## src/rtl/mmio_ctrl.sv

```systemverilog
// -----------------------------------------------------------------------------
// mmio_ctrl
// Memory-mapped I/O controller for the pipelined 16-bit core. It sits on the
// data-memory port and claims an 8-word window at BASE (word stride 2 bytes).
//
// Register map (byte offset from BASE, ADDR[0] ignored):
//   0 KEYS  (R)    debounced KEY level, raw (active-low) polarity
//   2 SWS   (R)    debounced SW
//   4 KEDGE (R/W1C) bit i: debounced KEY[i] press seen; bit DBITS-1: timer wrap
//   6 TCNT  (R/W)  timer count
//   8 HEX   (R/W)  seven-segment value
//  10 LEDR  (R/W)  red LEDs
//  12 LEDG  (R/W)  green LEDs
//  14 TLIM  (R/W)  timer limit (0 = free-running)
//
// Ports:
//   i_clk     system clock
//   i_resetn  synchronous reset, active low
//   i_addr    byte address from core
//   i_re      read strobe
//   i_we      write strobe
//   i_wdata   write data
//   o_rdata   registered read data (1-cycle latency, holds otherwise)
//   o_hit     combinational: i_addr within [BASE, BASE+15]
//   i_key     raw push buttons, active low
//   i_sw      raw switches
//   o_hexout  value for the four seven-segment digits
//   o_ledr    red LEDs
//   o_ledg    green LEDs
// -----------------------------------------------------------------------------
module mmio_ctrl #(
   parameter int               DBITS   = 16,
   parameter logic [DBITS-1:0] BASE    = 16'hFFF0,
   parameter int               NKEYS   = 4,
   parameter int               NSW     = 10,
   parameter int               NLEDR   = 10,
   parameter int               NLEDG   = 8,
   parameter int               DEBCYC  = 65535,
   parameter int               TICKDIV = 50000
) (
   input  logic              i_clk,
   input  logic              i_resetn,
   input  logic [DBITS-1:0]  i_addr,
   input  logic              i_re,
   input  logic              i_we,
   input  logic [DBITS-1:0]  i_wdata,
   output logic [DBITS-1:0]  o_rdata,
   output logic              o_hit,
   input  logic [NKEYS-1:0]  i_key,
   input  logic [NSW-1:0]    i_sw,
   output logic [DBITS-1:0]  o_hexout,
   output logic [NLEDR-1:0]  o_ledr,
   output logic [NLEDG-1:0]  o_ledg
);

   // KEY and SW share one synchroniser/debounce path: KEYs in the low bits.
   localparam int NIN = NKEYS + NSW;
   localparam int CW  = (DEBCYC  > 1) ? $clog2(DEBCYC)  : 1;
   localparam int PW  = (TICKDIV > 1) ? $clog2(TICKDIV) : 1;
   // Released keys read 1, switches start at 0.
   localparam logic [NIN-1:0] IN_RST   = {{NSW{1'b0}}, {NKEYS{1'b1}}};
   localparam logic [CW-1:0]  DEB_LAST = CW'(DEBCYC - 1);
   localparam logic [PW-1:0]  PRE_LAST = PW'(TICKDIV - 1);

   typedef enum logic [2:0] {
      OFF_KEYS  = 3'd0,
      OFF_SWS   = 3'd1,
      OFF_KEDGE = 3'd2,
      OFF_TCNT  = 3'd3,
      OFF_HEX   = 3'd4,
      OFF_LEDR  = 3'd5,
      OFF_LEDG  = 3'd6,
      OFF_TLIM  = 3'd7
   } off_t;

   logic [NIN-1:0]   r_sync1;
   logic [NIN-1:0]   r_sync2;
   logic [NIN-1:0]   r_deb;
   logic [CW-1:0]    r_dcnt [NIN];
   logic [PW-1:0]    r_pre;
   logic [DBITS-1:0] r_tcnt;
   logic [DBITS-1:0] r_tlim;
   logic [DBITS-1:0] r_kedge;
   logic [DBITS-1:0] r_hex;
   logic [NLEDR-1:0] r_ledr;
   logic [NLEDG-1:0] r_ledg;
   logic [DBITS-1:0] r_rdata;

   logic             w_hit;
   logic             w_wr;
   logic             w_rd;
   off_t             w_off;
   logic [NIN-1:0]   w_deb_upd;
   logic [NKEYS-1:0] w_key_fall;
   logic             w_tick;
   logic             w_wrap;
   logic [DBITS-1:0] w_tcnt_nxt;
   logic [DBITS-1:0] w_kedge_set;
   logic [DBITS-1:0] w_kedge_clr;
   logic [DBITS-1:0] w_keys;
   logic [DBITS-1:0] w_sws;
   logic [DBITS-1:0] w_ledr_x;
   logic [DBITS-1:0] w_ledg_x;
   logic [DBITS-1:0] w_rd_val;

   always_comb begin
      // Full-range compare so the window test also holds for odd addresses.
      w_hit = (i_addr >= BASE) && (i_addr <= (BASE + DBITS'(15)));
      w_off = off_t'(i_addr[3:1]);
      w_wr  = i_we & w_hit;
      w_rd  = i_re & w_hit;

      // A debounced bit flips when its input has differed for DEBCYC
      // consecutive cycles, i.e. the counter sits at its last value.
      w_deb_upd = '0;
      for (int i = 0; i < NIN; i++) begin
         w_deb_upd[i] = (r_sync2[i] != r_deb[i]) && (r_dcnt[i] == DEB_LAST);
      end
      // Press = debounced 1->0; a flipping bit that is currently 1 is a press.
      w_key_fall = w_deb_upd[NKEYS-1:0] & r_deb[NKEYS-1:0];

      w_tick     = (r_pre == PRE_LAST);
      w_wrap     = 1'b0;
      w_tcnt_nxt = r_tcnt;
      if (w_wr && (w_off == OFF_TCNT)) begin
         w_tcnt_nxt = i_wdata;            // CPU write beats a coincident tick
      end else if (w_tick) begin
         if ((r_tlim != '0) && (r_tcnt == r_tlim)) begin
            w_tcnt_nxt = '0;
            w_wrap     = 1'b1;
         end else begin
            w_tcnt_nxt = r_tcnt + DBITS'(1);
         end
      end

      w_kedge_set              = '0;
      w_kedge_set[NKEYS-1:0]   = w_key_fall;
      w_kedge_set[DBITS-1]     = w_wrap;
      w_kedge_clr              = (w_wr && (w_off == OFF_KEDGE)) ? i_wdata : '0;

      w_keys             = '0;
      w_keys[NKEYS-1:0]  = r_deb[NKEYS-1:0];
      w_sws              = '0;
      w_sws[NSW-1:0]     = r_deb[NIN-1:NKEYS];
      w_ledr_x           = '0;
      w_ledr_x[NLEDR-1:0] = r_ledr;
      w_ledg_x           = '0;
      w_ledg_x[NLEDG-1:0] = r_ledg;

      // Read mux uses current register contents, so RE+WE returns old data.
      case (w_off)
         OFF_KEYS:  w_rd_val = w_keys;
         OFF_SWS:   w_rd_val = w_sws;
         OFF_KEDGE: w_rd_val = r_kedge;
         OFF_TCNT:  w_rd_val = r_tcnt;
         OFF_HEX:   w_rd_val = r_hex;
         OFF_LEDR:  w_rd_val = w_ledr_x;
         OFF_LEDG:  w_rd_val = w_ledg_x;
         default:   w_rd_val = r_tlim;
      endcase
   end

   always_ff @(posedge i_clk) begin
      if (!i_resetn) begin
         r_sync1 <= IN_RST;
         r_sync2 <= IN_RST;
         r_deb   <= IN_RST;
         for (int i = 0; i < NIN; i++) begin
            r_dcnt[i] <= '0;
         end
         r_pre   <= '0;
         r_tcnt  <= '0;
         r_tlim  <= '0;
         r_kedge <= '0;
         r_hex   <= '0;
         r_ledr  <= '0;
         r_ledg  <= '0;
         r_rdata <= '0;
      end else begin
         r_sync1 <= {i_sw, i_key};
         r_sync2 <= r_sync1;
         for (int i = 0; i < NIN; i++) begin
            if ((r_sync2[i] == r_deb[i]) || w_deb_upd[i]) begin
               r_dcnt[i] <= '0;
            end else begin
               r_dcnt[i] <= r_dcnt[i] + CW'(1);
            end
         end
         r_deb <= r_deb ^ w_deb_upd;

         // Prescaler free-runs; a TCNT write does not re-phase it.
         r_pre  <= w_tick ? '0 : r_pre + PW'(1);
         r_tcnt <= w_tcnt_nxt;

         // Set terms are OR-ed after the clear so a same-cycle set survives.
         r_kedge <= (r_kedge & ~w_kedge_clr) | w_kedge_set;

         if (w_wr) begin
            case (w_off)
               OFF_HEX:  r_hex  <= i_wdata;
               OFF_LEDR: r_ledr <= i_wdata[NLEDR-1:0];
               OFF_LEDG: r_ledg <= i_wdata[NLEDG-1:0];
               OFF_TLIM: r_tlim <= i_wdata;
               default:  ;
            endcase
         end

         if (w_rd) begin
            r_rdata <= w_rd_val;
         end
      end
   end

   assign o_rdata  = r_rdata;
   assign o_hit    = w_hit;
   assign o_hexout = r_hex;
   assign o_ledr   = r_ledr;
   assign o_ledg   = r_ledg;

endmodule

```

## config.mk

```make
export PLATFORM = sky130hd
export DESIGN_NAME = mmio_ctrl
export DESIGN_NICKNAME = d
export VERILOG_FILES = /design/src/rtl/mmio_ctrl.sv
export SDC_FILE = /design/constraint.sdc
export NUM_CORES = 1
export LEC_CHECK = 0
export ABC_CLOCK_PERIOD_IN_PS = 2800
export CAP_MARGIN = 20
export CORE_MARGIN = 3
export CORE_UTILIZATION = 40
export CTS_BUF_LIST = sky130_fd_sc_hd__clkbuf_2
export CTS_CLUSTER_SIZE = 40
export DETAILED_ROUTE_END_ITERATION = 16
export MAX_ROUTING_LAYER = met4
export PLACE_DENSITY = 0.57
export SLEW_MARGIN = 20
export SYNTH_ARGS = -nofsm -noshare
export SYNTH_HDL_FRONTEND = slang
export SYNTH_SLANG_ARGS = --single-unit
```

## constraint.sdc

```tcl
create_clock -name i_clk -period 2.8 [get_ports i_clk]
set_clock_uncertainty 0.1 [all_clocks]
set_input_delay 0.28 -clock i_clk [delete_from_list [all_inputs] [get_ports i_clk]]
set_output_delay 0.28 -clock i_clk [all_outputs]
set_load 0.03 [all_outputs]
```

==> flow_metrics.tcl <==
set metrics [dict create \
    setup_violations 0 \
    tns_ps 0 \
    grt_overflow 0 \
    crit_family "buffers and inverters" \
    min_to "r_tlim[0]" \
    irDropWorstVdd_mv 0.2594 \
    cts_tree "done" \
    dieArea_sq_um 48740 \
    drtIter0Drc 890 \
    dr_total_vias 14210 \
    post_synth_inst_count 1884 \
    start_util 0.4057 \
    avgSynthCellArea_sq_um 9.792 \
    grtUsageTotal 0.1840 \
    post_cts_buffers 0 \
    r2r_cells 6 \
    drive_above_1_share 0.09971 \
    r2r-end "r_tcnt[8]" \
    r2r-start "r_pre[0]" \
    cpPeakStageDelay_ps 730 \
    holdBufCountCts 31 \
    antenna_left 0 \
    critPathKind "reg -> out" \
    core_area_sq_um 45480 \
    powerDensity_nw_per_um2 482.5 \
    die_w_um 220.8 \
    dpl_cell_area_sq_um 20970 \
    grt_max_degree 46 \
    crit_arrival_ps 2160 \
    cp-end-kind "primary output" \
    cts-root-buf "clkbuf_2" \
    routedWlPerCell_um 14.49 \
    hold_path_class "in -> reg" \
    die_h_um 220.8 \
    clock-sinks 380 \
    maxSlewHeadroom 0.5716 \
    yosys_most_used_dff "edfxtp_1" \
    synth-async-reset-ratio 0 \
    yosysWarnings 0 \
    antenna_found_initial 1 \
    hold_viol 0 \
    cap_violations 0 \
    finalCriticalPeriod_ps 2540 \
    route.detailed.drc 0 \
    grt_pass1_vias 13590 \
    ys_ff_latch 380 \
    drtPass1Iterations 5 \
    num_rows 78 \
    fin_crit_sh 0.9071 \
    avgViaCountPerCell 4.754 \
    crit_fanout 3 \
    portBuffers 99 \
    wl_mm 43.31 \
    post-dp-hpwl_mm 30.75 \
    clkLatencyLatePin_ps 1020 \
    fin_area_sq_um 22250 \
    cts.path.max_buffers 3 \
    cts.clk_slew.worst_paths_ps 90 \
    startpoint_type "register" \
    rrSetupSlack_ps 460 \
    hp-start "i_wdata[0]" \
    fmaxAchievable_mhz 393.7 \
    fin_nets 2381 \
    hold_depth 3 \
    cts_resized 0 \
    io_pins 101 \
    final_util 0.4892 \
    leakagePower_nw 8.336 \
    path_cells "clkdlybuf4s50_1" \
    syn_area_sq_um 18450 \
    crit_required_ps 2420 \
    gp_congestion 0.9025 \
    tightest_slew_ps 640.8 \
    cp_num_buf_inv 1 \
    p_total_w 0.01073 \
    netlist-cell-type-count 61 \
    critPathSlowestCell "clkdlybuf4s50_1" \
    cts_buffers 103 \
    htree_num_levels 3 \
    syn_to_final_growth_pct 20.59 \
    status "finished clean" \
    slew_viol_final 0 \
    rsz0062_at_grt "false" \
    grt_pass1_wl_mm 69.19 \
    synth_seq_area_share 0.5339 \
    synth_edf_count 224 \
]
[cell type report]
| cell class | instances | area, sq um |
|---|---|---|
| Fill cell | 4527 | 23230 |
| Sequential cell | 380 | 9849 |
| Multi-Input combinational cell | 1626 | 9032 |
| Timing Repair Buffer | 162 | 1544 |
| Clock buffer | 173 | 865.8 |
| Tap cell | 600 | 750.7 |
| Inverter | 28 | 106.4 |
| Clock inverter | 18 | 93.84 |
| Antenna cell | 2 | 5.005 |
[cell families (layout without fill, tap and decap cells)]
| kind of cell | Yosys count | count (layout) | share of synthesized area |
|---|---|---|---|
| AO/OA/AOI/OAI | 173 | 173 | 0.05710 |
| XOR/XNOR | 245 | 245 | 0.1163 |
| adder cells (fa/ha/maj) | 30 | 30 | 0.02035 |
| buffers and inverters | 101 | 381 | 0.02191 |
| flip-flops | 380 | 380 | 0.5339 |
| multiplexers | 35 | 35 | 0.01960 |
| other | 1 | 226 | 0.0002033 |
| AND/OR/NAND/NOR | 919 | 919 | 0.2307 |
[state kept, by name, summed over array words and instances (netlist names), named ones only]
register	count
o_hexout	16
o_rdata	16
r_tlim	16
r_kedge	16
r_tcnt	16
o_ledr	10
r_dcnt	224
r_sync2	14
r_pre	16
r_sync1	14
o_ledg	8
[cells in the final DEF (no fill, tap or decap), types with 87 or more instances in the layout]
| cell type | count |
|---|---|
| xor2_1 | 165 |
| a21oi_1 | 87 |
| nand2_1 | 236 |
| conb_1 | 224 |
| clkbuf_2 | 173 |
| nor2_1 | 330 |
| clkdlybuf4s50_1 | 97 |
| edfxtp_1 | 224 |
| dfxtp_1 | 156 |
| nand3_1 | 130 |
[worst max path at each step]
stage | from | endpoint | slack, ps | depth (start not counted)
2_1_floorplan | i_addr[13] | r_kedge[10] | 440 | 6
3_3_place_gp | i_addr[3] | r_tlim[15] | 130 | 6
3_5_place_dp | i_addr[3] | r_tlim[2] | 90 | 6
4_1_cts | o_ledg[3] | o_ledg[3] | 80 | 1
5_1_grt | o_ledg[1] | o_ledg[1] | 110 | 1
6_report | o_ledg[3] | o_ledg[3] | 260 | 1
[Yosys cell counts (15+ instances only)]
library cell / count / share of area
and2_1: 29 / 0.0098
o22ai_1: 16 / 0.0054
and3_1: 33 / 0.011
and4_1: 15 / 0.0071
nand3_1: 130 / 0.035
xor2_1: 165 / 0.078
nor3_1: 19 / 0.0052
edfxtp_1: 224 / 0.36
a22oi_1: 21 / 0.0085
a21oi_1: 87 / 0.024
nor2_1: 330 / 0.067
mux2i_1: 26 / 0.014
dfxtp_1: 156 / 0.17
xnor2_1: 80 / 0.038
nand4_1: 56 / 0.019
or3_1: 15 / 0.0051
nand2_1: 236 / 0.048
ha_1: 30 / 0.020
clkbuf_1: 47 / 0.0096
buf_2: 17 / 0.0046
inv_1: 27 / 0.0055
[report_power, final]
part	switching [W]	leakage, nW	internal [W]
combinational	0.000317	4.00	0.000232
sequential	0.000146	3.57	0.00607
clock	0.00228	0.765	0.00169
[tightest hold or removal path, delay by kind of cell]
kind,cells,cell delay (ps)
compound gates,1,60
simple gates,1,160
buf+inv,1,690
[layer usage]
metal  vias to the layer above  global-route usage  wire length [um]
met5                         -                   -                 0
met4                         0             0.07123              1058
met3                        70             0.03790              2456
met2                       276              0.2805             19770
met1                      6629              0.2421             20020
li1                       7236                   -                 -
[metrics by stage]
| step | hold slack [ps] | std cells | worst slack (ps) |
|---|---|---|---|
| global route | 31.70 | 2989 | 108.7 |
| global placement | 294.0 | 2765 | 133.3 |
| detailed placement | 300.0 | 2765 | 86.28 |
| finish | 121.9 | 2989 | 260.2 |
| floorplan | 267.0 | 2107 | 438.1 |
| CTS | 10.14 | 2987 | 78.96 |
(Power assumes the default switching activity.)
